<file path="src/rtl/dmem_port_arbiter.sv">
// rtl/dmem_port_arbiter.sv - data RAM port arbiter, pipeline priority plus secondary req/gnt
// Optional starvation guard: define DMEM_ARB_STARVE_GUARD_EN.
module dmem_port_arbiter #(
  parameter int ADDR_W   = 9,
  parameter int DATA_W   = 16,
  parameter int MAX_WAIT = 8
) (
  input  logic              clk,
  input  logic              rst,
  input  logic [ADDR_W-1:0] pipe_addr,
  input  logic [DATA_W-1:0] pipe_wdata,
  input  logic              pipe_write,
  input  logic              pipe_read,
  output logic              pipe_stall,
  output logic [DATA_W-1:0] pipe_rdata,
  input  logic              sec_req,
  input  logic              sec_write,
  input  logic [ADDR_W-1:0] sec_addr,
  input  logic [DATA_W-1:0] sec_wdata,
  output logic              sec_gnt,
  output logic              sec_rvalid,
  output logic [DATA_W-1:0] sec_rdata,
  output logic [ADDR_W-1:0] addr_mem,
  output logic [DATA_W-1:0] wdata_mem,
  output logic              write_mem,
  input  logic [DATA_W-1:0] rdata_mem
);

  logic w_pipe_act;
  logic w_force;
  logic r_sec_rvalid;

  assign w_pipe_act = pipe_read | pipe_write;

`ifdef DMEM_ARB_STARVE_GUARD_EN
  localparam int CNT_W = $clog2(MAX_WAIT + 1);
  localparam logic [CNT_W-1:0] WAIT_MAX = CNT_W'(MAX_WAIT);

  logic [CNT_W-1:0] r_wait_cnt;

  // The guard only fires for a request still being held; a dropped request never forces.
  assign w_force = ~rst & sec_req & (r_wait_cnt == WAIT_MAX);

  // Count cycles the secondary has waited, saturating; any grant or release clears it
  always_ff @(posedge clk) begin
    if (rst || !sec_req || sec_gnt) begin
      r_wait_cnt <= '0;
    end else if (r_wait_cnt != WAIT_MAX) begin
      r_wait_cnt <= r_wait_cnt + CNT_W'(1);
    end
  end
`else
  // Without the guard the pipeline always wins; MAX_WAIT has no effect.
  assign w_force = 1'b0 & (MAX_WAIT > 0);
`endif

  // Per-cycle port owner select: reset, forced secondary, pipeline, secondary, idle
  always_comb begin
    addr_mem   = pipe_addr;
    wdata_mem  = pipe_wdata;
    write_mem  = 1'b0;
    sec_gnt    = 1'b0;
    pipe_stall = 1'b0;
    if (rst) begin
      write_mem = 1'b0;
    end else if (w_force) begin
      addr_mem   = sec_addr;
      wdata_mem  = sec_wdata;
      write_mem  = sec_write;
      sec_gnt    = 1'b1;
      pipe_stall = 1'b1;
    end else if (w_pipe_act) begin
      // read and write together behave as a write
      write_mem = pipe_write;
    end else if (sec_req) begin
      addr_mem  = sec_addr;
      wdata_mem = sec_wdata;
      write_mem = sec_write;
      sec_gnt   = 1'b1;
    end
  end

  // Secondary read data arrives one cycle after its grant, matching the RAM read latency
  always_ff @(posedge clk) begin
    if (rst) begin
      r_sec_rvalid <= 1'b0;
    end else begin
      r_sec_rvalid <= sec_gnt & ~sec_write;
    end
  end

  assign sec_rvalid = r_sec_rvalid;
  assign sec_rdata  = r_sec_rvalid ? rdata_mem : '0;
  assign pipe_rdata = rdata_mem;

endmodule

</file>
<file path="config.mk">
export PLATFORM = sky130hd
export DESIGN_NAME = dmem_port_arbiter
export DESIGN_NICKNAME = d
export VERILOG_FILES = /design/src/rtl/dmem_port_arbiter.sv
export SDC_FILE = /design/constraint.sdc
export NUM_CORES = 1
export LEC_CHECK = 0
export ABC_CLOCK_PERIOD_IN_PS = 2600
export CORE_MARGIN = 5
export CORE_UTILIZATION = 19
export CTS_CLUSTER_SIZE = 40
export DETAILED_ROUTE_END_ITERATION = 8
export PLACE_DENSITY = 0.85
export SLEW_MARGIN = 10
export SYNTH_ARGS = -nofsm -noshare
export SYNTH_HDL_FRONTEND = slang
export SYNTH_SLANG_ARGS = --single-unit
export TNS_END_PERCENT = 30
</file>
<file path="constraint.sdc">
create_clock -name clk -period 2.6 [get_ports clk]
set_input_delay 0.52 -clock clk [delete_from_list [all_inputs] [get_ports clk]]
set_output_delay 0.52 -clock clk [all_outputs]
set_load 0.02 [all_outputs]
</file>
==> impl_metrics.toml <==
[drt]
ant_nets = 0
wl_per_cell_um = 14.8
dr.pass1.iters = 2
drt_wl_total_mm = 3.40
drc = 0
vias = 924
vias_per_cell = 4.03
first_iter_violations = 2

[die]
die-width_um = 66.5
die_area_um2 = 4420
start_util_pct = 19.8
io_pins = 133
placementRows = 20
coreArea_um2 = 3050
die_y_um = 66.5

[logic_synthesis]
synth_area_leaders = "mux2_2 (45%), buf_4 (21%), and2_1 (17%)"
synth-edff-count = 0
yosys.area.top_type_share_pct = 44.6
yosys_warnings = 0
ys_top_cells_by_count = "mux2_2 (24), buf_4 (17), and2_1 (16)"
syn_area_per_cell_um2 = 8.91
syn_nets = 140
ys_seq_elements = 1
ys_seq_area_share_pct = 3.31
synth.distinct_cells = 13
synthCells = 68
synth-main-ff-cell = "dfxtp_1"
synth_top_area_cell = "mux2_2"
netlist_area_um2 = 606
async_flop_share_pct = 0
yosysMostFrequentCell = "mux2_2"

[worst_setup_path]
crit_chain = "clkdlybuf4s50_1 > nand3b_1 > a21oi_1 > clkdlybuf4s50_1"
cp_data_required_time_ps = 2080
crit_top_cell = "clkdlybuf4s50_1"
worst-setup-path-type = "in -> out"
critical_path_arrival_ps = 1850
endpoint_kind = "output port"
crit_path_start_kind = "input pin"
slowest_delay_ps = 620
cp_max_fo = 2
crit_slowest_cell = "clkdlybuf4s50_1"

[sta]
fmax_mhz = 422
period_share_pct = 91.2
maxSlewViolCount = 0
hold_viol_final = 0
rsz0062_at_grt = "false"
setup_tns_ps = 0
setup_viol = 0
fin_crit_ps = 2370
holdWs_ps = 1090

[cells_and_area]
nFillCells = 305
drive_gt1_share_pct = 30.3
final_cells = 229
multiInputGateArea_um2 = 428
syn2layout_area_growth_pct = 191
fin_area_um2 = 1760
largest_reg_flops = 1
regArea_um2 = 20.0
nNetsFinal = 259
diodes = 0

[placement]
place_inst = 225
port_buffers = 131
placed_area_um2 = 1830
gp_congestion = 0.638
hpwl_mm = 3.05

[power_and_ir_drop]
power_mw = 0.285
p_leak_nw = 0.748
p_per_area_nw_per_um2 = 162
peakVddDrop_mv = 0.0875

[global_routing]
grt_pass1_wl_mm = 4.87
grt_max_degree = 18
grt-ovfl-total = 0
grt_pass1_vias = 1027
antenna_found_initial = 0
grt_usage_pct = 14.1

[outcome]
outcome = "complete, no violations"

[run]
maxCapViolCount = 0

[worst_hold_path]
min_path_type = "in -> reg"

[clock_network]
clk_pin_slew_ps = 0
## routing by layer
layer | GRT usage (%) | up-vias | share of wire [%]
met5 | 0 | - | 0
met4 | 1.78 | 0 | 1.2
met3 | 4.55 | 4 | 14
met2 | 32.2 | 74 | 58
met1 | 11.1 | 400 | 27
li1 | - | 446 | -
## layout by cell type (no fill, tap or decap)
cell | netlist | routed
a21oi_1 | 1 | 1
and2_1 | 16 | 16
buf_2 | 0 | 24
buf_4 | 17 | 4
buf_6 | 2 | 3
clkdlybuf4s50_1 | 0 | 101
conb_1 | 1 | 1
dfxtp_1 | 1 | 1
dlygate4sd2_1 | 0 | 1
dlymetal6s2s_1 | 0 | 4
inv_1 | 1 | 1
mux2_1 | 1 | 1
mux2_2 | 24 | 24
nand3b_1 | 1 | 1
nor2b_1 | 1 | 1
nor4b_4 | 1 | 1
## stage by stage
stage                     setup slack (ps)  utilization [%]
final                                  230             57.7
after global routing                   129             57.7
after CTS                            -2.35             57.1
after detailed placement              -400             60.0
after global placement                -348             60.0
after floorplan                        421                -
## kinds of logic after synthesis
family / share of synthesized area (%)
compound gates: 0.826
buf+inv: 26.0
flops: 3.31
mux: 46.5
other cells: 0.619
simple gates: 22.7
## timing repair
action / in CTS / in global routing
endpoints found under the setup margin: 26 / 25
gates cloned: 2 / 0
gates resized for setup: 105 / 6
hold buffers: 0 / 0
setup buffers: 2 / 0
pin swaps: 1 / 1
## worst max-delay path, delay by kind of cell
kind / cells / cell delay, ps
buffers and inverters: 2 / 1100
AOI/OAI and AO/OA: 1 / 140
and+or+nand+nor: 1 / 80
## layout make-up
class,instances,share of cell area (%)
Multi-Input combinational cell,46,24.3
Inverter,1,0.213
Timing Repair Buffer,137,71.2
Sequential cell,1,1.14
Tap cell,44,3.13
## final timing paths
path / start / endpoint / slack, ps / cells after the start
hold / removal: sec_write / sec_rvalid / 1090 / 2
setup / recovery: sec_write / write_mem / 230 / 4
## power breakdown
part | switching [mW] | total [mW] | internal [mW]
sequential | 0.000819 | 0.0167 | 0.0159
combinational | 0.105 | 0.268 | 0.164
clock | 0 | 0 | 0
total | 0.105 | 0.285 | 0.180
(Power assumes the default switching activity.)
